## config.mk

```make
export PLATFORM = sky130hd
export DESIGN_NAME = vud_ctrl_gen
export DESIGN_NICKNAME = d
export VERILOG_FILES = /design/src/rtl/vud_pkg.sv /design/src/rtl/vud_debounce.sv /design/src/rtl/vud_ctrl_gen.sv
export SDC_FILE = /design/constraint.sdc
export NUM_CORES = 1
export LEC_CHECK = 0
export CAP_MARGIN = 20
export CORE_ASPECT_RATIO = 0.5
export CORE_MARGIN = 3
export CORE_UTILIZATION = 31
export DETAILED_ROUTE_END_ITERATION = 10
export SETUP_SLACK_MARGIN = 0.4
export SLEW_MARGIN = 40
export SYNTH_ARGS = -nofsm -noshare
export SYNTH_HDL_FRONTEND = slang
export SYNTH_SLANG_ARGS = --single-unit
```

## constraint.sdc

```tcl
create_clock -name clk -period 2 [get_ports clk]
set_input_delay 0.2 -clock clk [delete_from_list [all_inputs] [get_ports clk]]
set_output_delay 0.2 -clock clk [all_outputs]
set_load 0.02 [all_outputs]
```

## src/rtl/vud_pkg.sv

```systemverilog
// Shared constants and FSM encoding for the counter ctrl-nibble generator.
package vud_pkg;

  localparam int CTRL_CLR_N  = 3;
  localparam int CTRL_STEP   = 2;
  localparam int CTRL_DIR    = 1;
  localparam int CTRL_COARSE = 0;

  // Button slot order in the conditioned-input vectors
  localparam int NBTN    = 4;
  localparam int BTN_UP  = 0;
  localparam int BTN_DN  = 1;
  localparam int BTN_CO  = 2;
  localparam int BTN_CLR = 3;

  localparam int ACCEL_THR = 8;

  typedef enum logic [2:0] {
    ST_IDLE,
    ST_CLEAR,
    ST_FIRST,
    ST_DELAY,
    ST_REPEAT
  } vud_state_e;

endpackage

```

## src/rtl/vud_debounce.sv

```systemverilog
// One button lane: 2-flop synchroniser, stability counter, debounced level and
// one-cycle rise pulse aligned with the level's rising edge.
module vud_debounce #(
  parameter int DEB_CYCLES = 1000,
  parameter int CNT_W      = 20
) (
  input  logic clk,
  input  logic rst,
  input  logic raw_i,
  output logic level_o,
  output logic rise_o
);

  localparam logic [CNT_W-1:0] DEB_LAST = CNT_W'(DEB_CYCLES - 1);
  localparam logic [CNT_W-1:0] CNT_ONE  = CNT_W'(1);

  logic [1:0]       sync_q;
  logic [CNT_W-1:0] cnt_q, cnt_d;
  logic             level_q, level_d;
  logic             rise_q, rise_d;

  // Any cycle where the synchronised value agrees with the level restarts the count
  always_comb begin
    cnt_d   = '0;
    level_d = level_q;
    rise_d  = 1'b0;
    if (sync_q[1] != level_q) begin
      if (cnt_q == DEB_LAST) begin
        level_d = sync_q[1];
        rise_d  = sync_q[1];
      end else begin
        cnt_d = cnt_q + CNT_ONE;
      end
    end
  end

  always_ff @(posedge clk or negedge rst) begin
    if (!rst) begin
      sync_q  <= '0;
      cnt_q   <= '0;
      level_q <= 1'b0;
      rise_q  <= 1'b0;
    end else begin
      sync_q  <= {sync_q[0], raw_i};
      cnt_q   <= cnt_d;
      level_q <= level_d;
      rise_q  <= rise_d;
    end
  end

  assign level_o = level_q;
  assign rise_o  = rise_q;

endmodule

```

## src/rtl/vud_ctrl_gen.sv

```systemverilog
// Push-button front end driving the up/down counter ctrl nibble {clr_n, step, dir, coarse}.
// Optional VUD_CTRL_ACCEL_EN: from the 9th auto-repeat step of a hold, force coarse steps.
module vud_ctrl_gen
  import vud_pkg::*;
#(
  parameter int DEB_CYCLES   = 1000,
  parameter int REPEAT_DELAY = 50000,
  parameter int REPEAT_RATE  = 10000,
  parameter int CNT_W        = 20
) (
  input  logic       clk,
  input  logic       rst,
  input  logic       btn_up,
  input  logic       btn_dn,
  input  logic       btn_coarse,
  input  logic       btn_clr,
  output logic [3:0] ctrl,
  output logic       repeating
);

  localparam logic [CNT_W-1:0] DELAY_LD = CNT_W'(REPEAT_DELAY);
  localparam logic [CNT_W-1:0] RATE_LD  = CNT_W'(REPEAT_RATE);
  localparam logic [CNT_W-1:0] TMR_ONE  = CNT_W'(1);

  logic [NBTN-1:0] raw, lvl, press;
  assign raw = {btn_clr, btn_coarse, btn_dn, btn_up};

  for (genvar g = 0; g < NBTN; g++) begin : g_deb
    vud_debounce #(
      .DEB_CYCLES(DEB_CYCLES),
      .CNT_W     (CNT_W)
    ) u_deb (
      .clk    (clk),
      .rst    (rst),
      .raw_i  (raw[g]),
      .level_o(lvl[g]),
      .rise_o (press[g])
    );
  end

  // Coarse is a level select; its press edge has no consumer
  logic unused_co_press;
  assign unused_co_press = press[BTN_CO];

  vud_state_e       state_q, state_d;
  logic             dir_q, dir_d;
  logic [CNT_W-1:0] tmr_q, tmr_d;
  logic [3:0]       ctrl_q, ctrl_d;
  logic             step_d, clr_d, rep_step, held_ok, accel_force;

  // Outputs are registered from the transition, so a step lands the cycle the FSM enters FIRST/REPEAT
  always_comb begin
    state_d  = state_q;
    dir_d    = dir_q;
    tmr_d    = tmr_q;
    step_d   = 1'b0;
    clr_d    = 1'b0;
    rep_step = 1'b0;
    held_ok  = dir_q ? (lvl[BTN_UP] & ~lvl[BTN_DN]) : (lvl[BTN_DN] & ~lvl[BTN_UP]);
    unique case (state_q)
      ST_IDLE: begin
        tmr_d = '0;
        if (press[BTN_CLR]) begin
          state_d = ST_CLEAR;
          clr_d   = 1'b1;
        end else if (press[BTN_UP] && !lvl[BTN_DN]) begin
          state_d = ST_FIRST;
          dir_d   = 1'b1;
          step_d  = 1'b1;
          tmr_d   = DELAY_LD;
        end else if (press[BTN_DN] && !lvl[BTN_UP]) begin
          state_d = ST_FIRST;
          dir_d   = 1'b0;
          step_d  = 1'b1;
          tmr_d   = DELAY_LD;
        end
      end
      ST_CLEAR: begin
        state_d = ST_IDLE;
        tmr_d   = '0;
      end
      default: begin
        tmr_d = (tmr_q != '0) ? tmr_q - TMR_ONE : '0;
        if (press[BTN_CLR]) begin
          state_d = ST_CLEAR;
          clr_d   = 1'b1;
          tmr_d   = '0;
        end else if (!held_ok) begin
          state_d = ST_IDLE;
          tmr_d   = '0;
        end else if (tmr_q == TMR_ONE) begin
          state_d  = ST_REPEAT;
          step_d   = 1'b1;
          rep_step = 1'b1;
          tmr_d    = RATE_LD;
        end else if (state_q == ST_FIRST) begin
          state_d = ST_DELAY;
        end
      end
    endcase
  end

`ifdef VUD_CTRL_ACCEL_EN
  logic [3:0] acc_q, acc_d;

  always_comb begin
    acc_d = acc_q;
    if (state_q == ST_IDLE || state_q == ST_CLEAR) begin
      acc_d = '0;
    end else if (rep_step && acc_q < 4'(ACCEL_THR)) begin
      acc_d = acc_q + 4'd1;
    end
  end

  always_ff @(posedge clk or negedge rst) begin
    if (!rst) acc_q <= '0;
    else      acc_q <= acc_d;
  end

  assign accel_force = rep_step & (acc_q >= 4'(ACCEL_THR));
`else
  assign accel_force = 1'b0;
`endif

  always_comb begin
    ctrl_d              = '0;
    ctrl_d[CTRL_CLR_N]  = ~clr_d;
    ctrl_d[CTRL_STEP]   = step_d | clr_d;
    ctrl_d[CTRL_DIR]    = dir_d;
    ctrl_d[CTRL_COARSE] = lvl[BTN_CO] | accel_force;
  end

  always_ff @(posedge clk or negedge rst) begin
    if (!rst) begin
      state_q <= ST_IDLE;
      dir_q   <= 1'b0;
      tmr_q   <= '0;
      ctrl_q  <= 4'b1000;
    end else begin
      state_q <= state_d;
      dir_q   <= dir_d;
      tmr_q   <= tmr_d;
      ctrl_q  <= ctrl_d;
    end
  end

  assign ctrl      = ctrl_q;
  assign repeating = (state_q == ST_REPEAT);

endmodule

```

==> run_results.csv, run 1 <==
group,metric,value,unit
power_and_ir_drop,pwr_density_cell,733,nW/µm²
cts,tritoncts,"yes",
detailed_routing,num_vias,4355,
floorplan,core-area,17000,µm²
cells_and_area,multiInputGateArea,3170,µm²
critical_path,end_kind,"flop",
cells_and_area,syn_to_final_growth,42.1,%
critical_path,cp_slowest_stage_delay,0.56,ns
run,cap_violations,0,
cts,htree_levels,4,
floorplan,die_width,196,µm
sta,fin_crit_sh,1.03,
floorplan,start_util,0.328,
sta,postLayoutSetupSlackWorst,-0.0504,ns
detailed_routing,drt_wl_total,12.6,mm
run_status,status,"finished with violations",
synthesis,yosys.area.top_type_share,0.542,
sta,fmax,488,MHz
synthesis,synth_nets,564,
detailed_routing,drtAntennaViolNets,0,
critical_path,timing.rr.start,"tmr_q[2]",
grt,grt_use_total,0.122,
min_path,hp-class,"input port to flop",
detailed_routing,wl_per_cell,14.0,µm
critical_path,slowest_stage,"or4_4",
sta,setup_viol,2,
place,post-place-ws,-0.0476,ns
grt,grt_start_max_net_pins,50,
cts,clkSlewWorstSetupHoldPaths,0.06,ns
cells_and_area,antenna_cells,0,
sta,slew-limit-headroom,0.679,
cts,root_buffer,"clkbuf_16",
synthesis,avgSynthCellArea,10.1,µm²
floorplan,num_rows,33,
cells_and_area,drive_gt1_frac,0.387,
critical_path,cpMostUsedCell,"or4_4",
sta,rsz0062_at_grt,"yes",
synthesis,synth_area_leaders,"dfrtp_1, nor2_1, xor2_1",
floorplan,ios,11,
power_and_ir_drop,power_leakage,0.00350,µW
detailed_routing,drt-pass1-iter-count,4,
grt,antenna_found_initial,0,
synthesis,seq_area_frac_synth,0.547,
critical_path,crit_type,"flop to flop",
cts,cts_buffers,17,
sta,slew_viol_final,0,
cts,cts.sinks,122,
power_and_ir_drop,irDropWorstVdd,468,µV
place,hpwl,6.76,mm
floorplan,dieArea,19800,µm²
grt,grt_pass1_vias,4220,
critical_path,cp.required,2.29,ns
synthesis,yosys_warnings,0,
detailed_routing,drt_iter0_markers,218,
critical_path,crit_start,"tmr_q[2]",
grt,grt_overflow,0,
place,placement.io_buffers,10,
detailed_routing,drc,0,
detailed_routing,avgViaCountPerCell,4.85,
synthesis,syn_area,5590,µm²
critical_path,worst-path-max-fanout,5,
cts,clk_latency,0.41,ns
min_path,hold_start,"btn_coarse",
synthesis,synth_cell_types,36,
synthesis,yosysTopAreaCell,"dfrtp_1",
run_status,violations,"setup timing",
grt,grt_pass1_wl,19.8,mm
sta,fin_skew,0.00679,ns
synthesis,synth_cells,552,
cts,clockBufferDepth,2,
power_and_ir_drop,p_total,5820,µW
place,place.gp.congestion,0.756,
cells_and_area,seq_area,3070,µm²
sta,period_needed,2.05,ns
sta,tightest_slew,0.478,ns
critical_path,cp.arrival,2.34,ns
cells_and_area,nets,670,
cells_and_area,num-fill-cells,1545,
critical_path,crit_chain,"or4_4, or4_4, nor4b_4, xnor2_1, o21ai_1",
critical_path,start_kind,"flop",
sta,hold_viol,0,
floorplan,die_h,101,µm
synthesis,ys_ff_latch,122,
-- Yosys cell counts --
cell / number
a21boi_0: 1
a21o_1: 1
a21oi_1: 2
a2bb2oi_1: 1
and2_1: 3
and3_1: 10
and3b_1: 1
and4_1: 4
buf_4: 1
clkbuf_1: 9
dfrtp_1: 121
dfstp_2: 1
ha_1: 6
inv_1: 9
mux2_2: 4
nand2_1: 43
nand2b_1: 5
nand3_1: 24
nand4_1: 20
nand4b_1: 1
nor2_1: 116
nor3_1: 22
nor3b_1: 6
nor4_1: 19
nor4_2: 1
nor4b_4: 1
o21a_1: 1
o21ai_0: 13
o21ai_1: 1
o31ai_1: 1
or2_2: 3
or3_1: 1
or4_1: 5
or4_4: 2
xnor2_1: 44
xor2_1: 49
-- flip-flops by register name, indices dropped and copies added, names as in the netlist --
name and cells:
ctrl 4, g_deb.u_deb.cnt_q 80, g_deb.u_deb.level_o 4, g_deb.u_deb.rise_o 3, g_deb.u_deb.sync_q 8, state_q 3, tmr_q 20
-- per-layer routing --
layer  global-route usage  routed length [µm]
met3               0.0304                 382
met4               0.0531                 196
met2                0.201                6390
met1                0.155                5600
met5                    0                   0
-- final cells by class --
| cell class | instances | area share |
|---|---|---|
| Timing Repair Buffer | 91 | 0.0990 |
| Multi-Input combinational cell | 417 | 0.400 |
| Inverter | 9 | 0.00426 |
| Sequential cell | 122 | 0.386 |
| Tap cell | 227 | 0.0358 |
| Clock buffer | 19 | 0.0558 |
| Clock inverter | 13 | 0.0191 |
-- power breakdown --
part           leakage (µW)  switching [µW]  total (µW)  internal [µW]
clock              0.000288            1100        3080           1980
combinational       0.00155             129         218           89.6
sequential          0.00166            25.1        2520           2500
total               0.00350            1250        5820           4560
-- stage by stage --
stage	setup TNS, ns	hold WS (ns)	utilization	instance area, µm²	instances
3_3_place_gp	-0.0218	0.180	0.366	6230	807
2_1_floorplan	0	-0.0956	-	5710	552
4_1_cts	-0.114	0.210	0.426	7250	870
6_report	-0.0857	0.223	0.466	7940	898
5_1_grt	-0.444	0.205	0.466	7940	898
3_5_place_dp	-0.0805	0.177	0.366	6230	807
-- what timing repair did --
item | 4_1_cts | 5_1_grt
hold endpoints to repair | 30 | 0
pin swaps | 36 | 81
gates cloned | 5 | 5
setup endpoints to repair | 107 | 107
hold buffers | 1 | 0
resized for setup | 63 | 132
setup buffers | 25 | 23
-- final timing paths --
path	end	slack, ns	cells after the start
worst max-delay path	tmr_q[15]	-0.05	5
min in group asynchronous	g_deb[2].u_deb.cnt_q[15]	0.28	2
worst min-delay path	g_deb[2].u_deb.sync_q[0]	0.22	1
worst min register to register	g_deb[1].u_deb.sync_q[1]	0.35	0
worst max register to register	tmr_q[15]	-0.05	5
max in group asynchronous	ctrl[3]	1.09	3
-- cells by family (layout without fill, tap and decap cells) --
| group | after synthesis | in the layout | share of synthesized area |
|---|---|---|---|
| AO/OA/AOI/OAI | 21 | 21 | 0.0213 |
| XOR/XNOR | 93 | 93 | 0.146 |
| adder cells (fa/ha/maj) | 6 | 6 | 0.0134 |
| buffers and inverters | 19 | 132 | 0.0134 |
| flip-flops | 122 | 122 | 0.547 |
| multiplexers | 4 | 4 | 0.00806 |
| AND/OR/NAND/NOR | 287 | 293 | 0.251 |
-- critical path: cells and delay by family (launching register included) --
family          cells  cell delay [ns]
xor+xnor            1             0.15
flops               1             0.37
simple gates        3             1.35
compound gates      1             0.07
-- cells in the final DEF (no fill, tap or decap), types with 7 or more instances in the layout --
cell and instances:
and3_1 9, buf_4 65, buf_6 12, clkbuf_16 17, dfrtp_1 112, dfrtp_2 9, inv_1 9, nand2_1 40
nand3_1 21, nand4_1 20, nor2_1 52, nor2_2 49, nor2_4 15, nor3_1 9, nor3_4 7, nor4_2 8
nor4_4 7, or2_4 8, xnor2_1 43, xor2_1 48
(Power assumes the default switching activity.)
==> inputs of run 2 (changes only) <==
--- a/config.mk
+++ b/config.mk
@@ -7,7 +7,7 @@
 export LEC_CHECK = 0
 export CAP_MARGIN = 20
 export CORE_ASPECT_RATIO = 0.5
-export CORE_MARGIN = 3
+export CORE_MARGIN = 5
 export CORE_UTILIZATION = 31
 export DETAILED_ROUTE_END_ITERATION = 10
 export SETUP_SLACK_MARGIN = 0.4
==> run 2 against run 1 <==
Compared with the run above: critical endpoint unchanged; first-iteration DRC count decreased by 11%; the run still ends with setup timing left; final cell count up 1.1%; largest cell class unchanged; sequential share of layout area is 1.8 points lower; worst hold slack improved by 0.0089 ns.
==> run_results.csv, run 2 (synthesis results as in run 1) <==
group,metric,value,unit
run_status,status,"finished with violations",
run_status,violations,"setup timing",
cells_and_area,syn_to_final_growth,49.3,%
sta,slew-limit-headroom,0.723,
detailed_routing,num_vias,4335,
cts,root_buffer,"clkbuf_16",
place,postPlaceCellArea,6250,µm²
power_and_ir_drop,p_total,6010,µW
critical_path,start_kind,"flop",
critical_path,crit_type,"flop to flop",
cells_and_area,top_regs,"g_deb.u_deb.cnt_q x80, tmr_q x20, g_deb.u_deb.sync_q x8",
grt,grt_start_max_net_pins,34,
grt,grt_use_total,0.120,
floorplan,die_h,105,µm
power_and_ir_drop,power_leakage,0.00362,µW
critical_path,worst-path-buf-inv,0,
place,hpwl,6.89,mm
grt,antenna_found_initial,0,
cells_and_area,layout_commonest_cell,"dfrtp_1",
grt,grt_overflow,0,
detailed_routing,drt_iter0_markers,193,
detailed_routing,drtAntennaViolNets,0,
sta,fin_skew,0.00861,ns
critical_path,end_kind,"flop",
sta,setup_viol,3,
critical_path,worst-path-max-fanout,5,
min_path,hp-class,"input port to async pin",
detailed_routing,drt_wl_total,12.9,mm
critical_path,cp_slowest_stage_delay,0.55,ns
cells_and_area,fin_area,8340,µm²
sta,rsz0062_at_grt,"yes",
sta,fmax,492,MHz
detailed_routing,drc,0,
cts,cts_buffers,17,
floorplan,num_rows,34,
cts,cts.sinks,122,
floorplan,die_width,200,µm
run,cap_violations,0,
sta,period_needed,2.03,ns
power_and_ir_drop,pwr_density_cell,721,nW/µm²
sta,hold_viol,0,
floorplan,start_util,0.319,
sta,slew_viol_final,0,
sta,postLayoutSetupSlackWorst,-0.0307,ns
sta,fin_crit_sh,1.02,
power_and_ir_drop,irDropWorstVdd,489,µV
detailed_routing,wl_per_cell,14.3,µm
sta,tightest_slew,0.413,ns
cts,clk_latency,0.41,ns
cells_and_area,largest_register,"g_deb.u_deb.cnt_q",
cts,htree_levels,4,
grt,grt_pass1_wl,20.8,mm
critical_path,cpMostUsedCell,"or4_4",
floorplan,dieArea,21000,µm²
critical_path,cp_top_family,"simple AND/OR/NAND/NOR gates",
floorplan,ios,11,
detailed_routing,avgViaCountPerCell,4.77,
cells_and_area,largest_reg_flops,80,
critical_path,slowest_stage,"or4_4",
cts,tritoncts,"yes",
critical_path,crit_chain,"or4_4, or4_4, nor4b_4, xnor2_1, o21ai_1",
cells_and_area,mostFrequentLayoutCells,"dfrtp_1, buf_4, nor2_1",
critical_path,cp.required,2.28,ns
detailed_routing,drt-pass1-iter-count,4,
cts,clkSlewWorstSetupHoldPaths,0.05,ns
cells_and_area,drive_gt1_frac,0.399,
grt,grt_pass1_vias,4320,
place,place.gp.congestion,0.778,
cts,clockBufferDepth,2,
floorplan,core-area,17500,µm²
place,placement.io_buffers,10,
cells_and_area,nets,673,
cells_and_area,antenna_cells,0,
critical_path,cp.arrival,2.32,ns
-- run 2: cell count changes in the layout (fill, tap and decap cells not counted), sizes merged --
| cell | change |
|---|---|
| or2 | -1 |
| buf | +4 |
| clkdlybuf4s50 | -1 |
| clkbuf | +7 |
| dlymetal6s2s | +1 |
| clkinv | -5 |
| clkinvlp | -2 |
-- run 2: worst register-to-register path, cell delays in order, from the launching register on --
cell	delay [ns]
dfrtp_1	0.37
or4_4	0.54
or4_4	0.55
nor4b_4	0.24
xnor2_1	0.14
o21ai_1	0.07
-- run 2: where the power goes --
part	switching, µW	internal [µW]
Clock	1070	2160
Sequential	29.5	2500
Combinational	144	116
-- run 2: through the flow --
step | setup TNS (ns) | util | worst slack [ns] | hold slack, ns | cells
finish | -0.0413 | 0.476 | -0.0307 | 0.232 | 908
global route | -0.397 | 0.476 | -0.0892 | 0.227 | 908
CTS | -0.0757 | 0.434 | -0.0342 | 0.215 | 882
detailed placement | -0.0869 | 0.357 | -0.0439 | 0.122 | 816
global placement | -0.0364 | 0.357 | -0.0287 | 0.120 | 816
floorplan | 0 | - | 0.00307 | -0.0956 | 552
-- run 2: layout make-up --
type / count / area [µm²]
well taps: 234 / 293
multi-input cells: 416 / 3380
inverters: 9 / 33.8
clock inverters: 6 / 108
clock buffers: 26 / 519
flip-flops and latches: 122 / 3070
fillers: 1506 / 9190
repair buffers: 95 / 943
-- run 2: what timing repair did --
item | in CTS | in global routing
pin swaps | 42 | 69
hold buffers | 1 | 0
gates cloned | 7 | 3
hold endpoints to repair | 24 | 0
setup endpoints to repair | 107 | 108
setup buffers | 26 | 23
gates resized for setup | 109 | 129
-- run 2: final timing paths --
check | start | to | slack, ns | depth (start not counted)
max reg2reg | tmr_q[2] | tmr_q[15] | -0.03 | 5
max | tmr_q[2] | tmr_q[15] | -0.03 | 5
min | rst | g_deb[2].u_deb.cnt_q[15] | 0.23 | 2
min reg2reg | g_deb[2].u_deb.sync_q[0] | g_deb[2].u_deb.sync_q[1] | 0.35 | 0
min in group clk | btn_coarse | g_deb[2].u_deb.sync_q[0] | 0.23 | 1
max in group asynchronous | rst | g_deb[3].u_deb.cnt_q[15] | 1.13 | 3
-- run 2: layer usage --
| metal | track usage | vias to the layer above | part of all wire |
|---|---|---|---|
| li1 | - | 2103 | - |
| met1 | 0.155 | 2153 | 0.44 |
| met2 | 0.196 | 52 | 0.51 |
| met3 | 0.0270 | 27 | 0.022 |
| met4 | 0.0514 | 0 | 0.023 |
| met5 | 0 | - | 0 |
==> inputs of run 3 (changes only) <==
--- a/config.mk
+++ b/config.mk
@@ -5,6 +5,7 @@
 export SDC_FILE = /design/constraint.sdc
 export NUM_CORES = 1
 export LEC_CHECK = 0
+export ABC_AREA = 1
 export CAP_MARGIN = 20
 export CORE_ASPECT_RATIO = 0.5
 export CORE_MARGIN = 5
==> run 3 against run 2 <==
Compared with the run above: the flow now finishes without violations; combinational power down 32%; power fell by 3.2%; clock skew is 0.0038 ns lower; wire length up 8.9%; fmax grew 30%; sequential power about the same; synthesized cell count grew 49%; register-to-register slack gained 0.47 ns; global-route usage about the same; setup slack gained 0.47 ns; sequential cell count unchanged; critical path type unchanged; largest cell class unchanged; largest power group unchanged; highest routed layer unchanged.
==> run_results.csv, run 3 <==
group,metric,value,unit
detailed_routing,avgViaCountPerCell,4.61,
synthesis,yosys.area.top_type_share,0.468,
run_status,status,"finished, final reports clean",
detailed_routing,num_vias,5311,
sta,hold_viol,0,
grt,grt_pass1_wl,24.2,mm
sta,rsz0062_at_grt,"yes",
cts,cts.sinks,122,
min_path,min_to,"g_deb[2].u_deb.sync_q[0]",
power_and_ir_drop,switchingPower,1220,µW
cells_and_area,num-fill-cells,2039,
critical_path,reg2reg_depth,5,
detailed_routing,drc,0,
power_and_ir_drop,p_int,4600,µW
synthesis,synth.most_common_cell,"nor2_1",
synthesis,ys.flop_type,"dfrtp_1",
critical_path,timing.rr.start,"g_deb[1].u_deb.cnt_q[2]",
power_and_ir_drop,p_seq_frac,0.435,
detailed_routing,drtAntennaViolNets,0,
sta,fin_skew,0.00485,ns
critical_path,worst-path-max-fanout,5,
synthesis,synth_nets,836,
cts,root_buffer,"clkbuf_16",
min_path,min_path_cells,1,
floorplan,num_rows,37,
power_and_ir_drop,power_switching_share,0.210,
cts,htree_levels,4,
synthesis,yosys_warnings,0,
floorplan,ios,11,
floorplan,start_util,0.315,
place,hpwl,9.99,mm
synthesis,avgSynthCellArea,7.85,µm²
critical_path,cp.arrival,1.84,ns
cells_and_area,drive_gt1_frac,0.140,
cells_and_area,largest_register,"g_deb.u_deb.cnt_q",
grt,antenna_found_initial,0,
synthesis,async_flop_share,1.00,
critical_path,rr_endpoint,"g_deb[1].u_deb.cnt_q[13]",
sta,fmax,640,MHz
cells_and_area,syn_to_final_growth,22.0,%
synthesis,synth-edff-count,0,
cts,clockBufferDepth,2,
detailed_routing,drt_wl_total,14.1,mm
sta,period_needed,1.56,ns
cts,tritoncts,"yes",
run,cap_violations,0,
synthesis,synth_area_leaders,"dfrtp_1, nor2_1, nand2_1",
place,postPlaceCellArea,6920,µm²
critical_path,ff2ff_setup_slack,0.44,ns
floorplan,dieArea,24000,µm²
cells_and_area,fin_area,7890,µm²
critical_path,cp.required,2.28,ns
synthesis,syn_area,6470,µm²
power_and_ir_drop,pwr_density_cell,738,nW/µm²
place,post-place-ws,0.280,ns
synthesis,seq_area_frac_synth,0.472,
sta,slew_viol_final,0,
cells_and_area,nets,879,
synthesis,synth_cells,824,
place,placement.io_buffers,10,
place,place.gp.congestion,0.890,
cts,cts_buffers,17,
sta,setup_viol,0,
synthesis,synth_commonest_cells,"nor2_1, nand2_1, dfrtp_1, inv_1, xor2_1",
cells_and_area,top_regs,"g_deb.u_deb.cnt_q x80, tmr_q x20, g_deb.u_deb.sync_q x8",
synthesis,yosysTopAreaCell,"dfrtp_1",
power_and_ir_drop,irDropWorstVdd,578,µV
critical_path,start_kind,"flop",
floorplan,die_width,214,µm
sta,tightest_slew,0.431,ns
power_and_ir_drop,power_leakage,0.00349,µW
sta,tns,0,ns
grt,grt_start_max_net_pins,54,
cells_and_area,largest_reg_flops,80,
detailed_routing,drt_iter0_markers,326,
cells_and_area,layout_commonest_cell,"nor2_1",
cts,clk_latency,0.41,ns
grt,grt_overflow,0,
critical_path,end_kind,"flop",
synthesis,synth_cell_types,30,
critical_path,crit_type,"flop to flop",
min_path,hold_start,"btn_coarse",
cells_and_area,antenna_cells,0,
power_and_ir_drop,clockPowerShare,0.535,
sta,slew-limit-headroom,0.713,
floorplan,core-area,20500,µm²
sta,fin_crit_sh,0.782,
synthesis,ys_ff_latch,122,
cts,clkSlewWorstSetupHoldPaths,0.05,ns
sta,holdWs,0.225,ns
grt,grt_use_total,0.121,
min_path,hp-class,"input port to flop",
floorplan,die_h,112,µm
detailed_routing,drt-pass1-iter-count,5,
sta,postLayoutSetupSlackWorst,0.437,ns
detailed_routing,wl_per_cell,12.2,µm
cells_and_area,mostFrequentLayoutCells,"nor2_1, nand2_1, dfrtp_1",
grt,grt_pass1_vias,5270,
power_and_ir_drop,comb_power_share,0.031,
## run 3: cell types whose count changed in the layout (fill, tap and decap cells not counted), moves of 13 or more
cell | previous run | this run
nor2_1 | 58 | 188
nand2_1 | 36 | 164
inv_1 | 9 | 82
buf_4 | 63 | 16
nor2_4 | 43 | 7
xnor2_1 | 41 | 12
nand3_1 | 19 | 45
nor3_1 | 11 | 24
xor2_1 | 42 | 55
## run 3: routing by layer
layer  GRT usage  wire, µm
met1       0.159      6800
met2       0.193      6520
met3      0.0283       463
met4      0.0502       301
met5           0         0
## run 3: cell families (layout without fill, tap and decap cells)
group / after synthesis / in the layout / share of synthesized area
adder cells (fa/ha/maj): 6 / 6 / 0.0116
AND/OR/NAND/NOR: 515 / 516 / 0.353
flip-flops: 122 / 122 / 0.472
buffers and inverters: 92 / 145 / 0.0551
XOR/XNOR: 67 / 67 / 0.0907
AO/OA/AOI/OAI: 22 / 22 / 0.0174
## run 3: what timing repair did
| action | in CTS | in global routing |
|---|---|---|
| endpoints found under the setup margin | 43 | 67 |
| hold buffers | 1 | 0 |
| gates cloned | 1 | 0 |
| resized for setup | 14 | 48 |
| hold endpoints to repair | 20 | 0 |
| pin swaps | 2 | 17 |
| buffers inserted | 1 | 14 |
## run 3: worst max-delay path, cell delays in order, from the launching register on
cell and delay, ns:
dfrtp_1 0.44, nand3_1 0.21, nor3_1 0.38, nand3_1 0.19, xor2_1 0.17, nor2_1 0.05
## run 3: how the worst max path moves through the flow
stage / start / slack, ns / to
after global routing: g_deb[1].u_deb.cnt_q[0] / 0.35 / g_deb[1].u_deb.cnt_q[13]
after CTS: state_q[1] / 0.26 / repeating
final: g_deb[1].u_deb.cnt_q[2] / 0.44 / g_deb[1].u_deb.cnt_q[13]
after global placement: tmr_q[0] / 0.34 / tmr_q[15]
after detailed placement: tmr_q[0] / 0.28 / tmr_q[15]
after floorplan: tmr_q[0] / 0.53 / tmr_q[12]
## run 3: layout make-up
| class | count | area [µm²] | area share |
|---|---|---|---|
| multi-input combinational | 611 | 3310 | 0.419 |
| timing repair buffer | 29 | 273 | 0.0346 |
| clock inverter | 7 | 116 | 0.0147 |
| sequential | 122 | 3060 | 0.387 |
| inverter | 86 | 323 | 0.0409 |
| tap | 273 | 342 | 0.0433 |
| clock buffer | 23 | 478 | 0.0606 |
## run 3: power by group through the flow
stage	Combinational [µW]	Sequential [µW]	Clock, µW
CTS	161	2520	3190
global placement	155	2560	0
finish	178	2530	3110
detailed placement	158	2570	0
global route	209	2530	3300
floorplan	69.6	2560	0
## run 3: metrics by stage
stage	util	instances	power (µW)
finish	0.385	1151	5820
global route	0.385	1151	6050
CTS	0.370	1137	5870
detailed placement	0.337	1104	2720
global placement	0.337	1104	2720
floorplan	-	824	2630
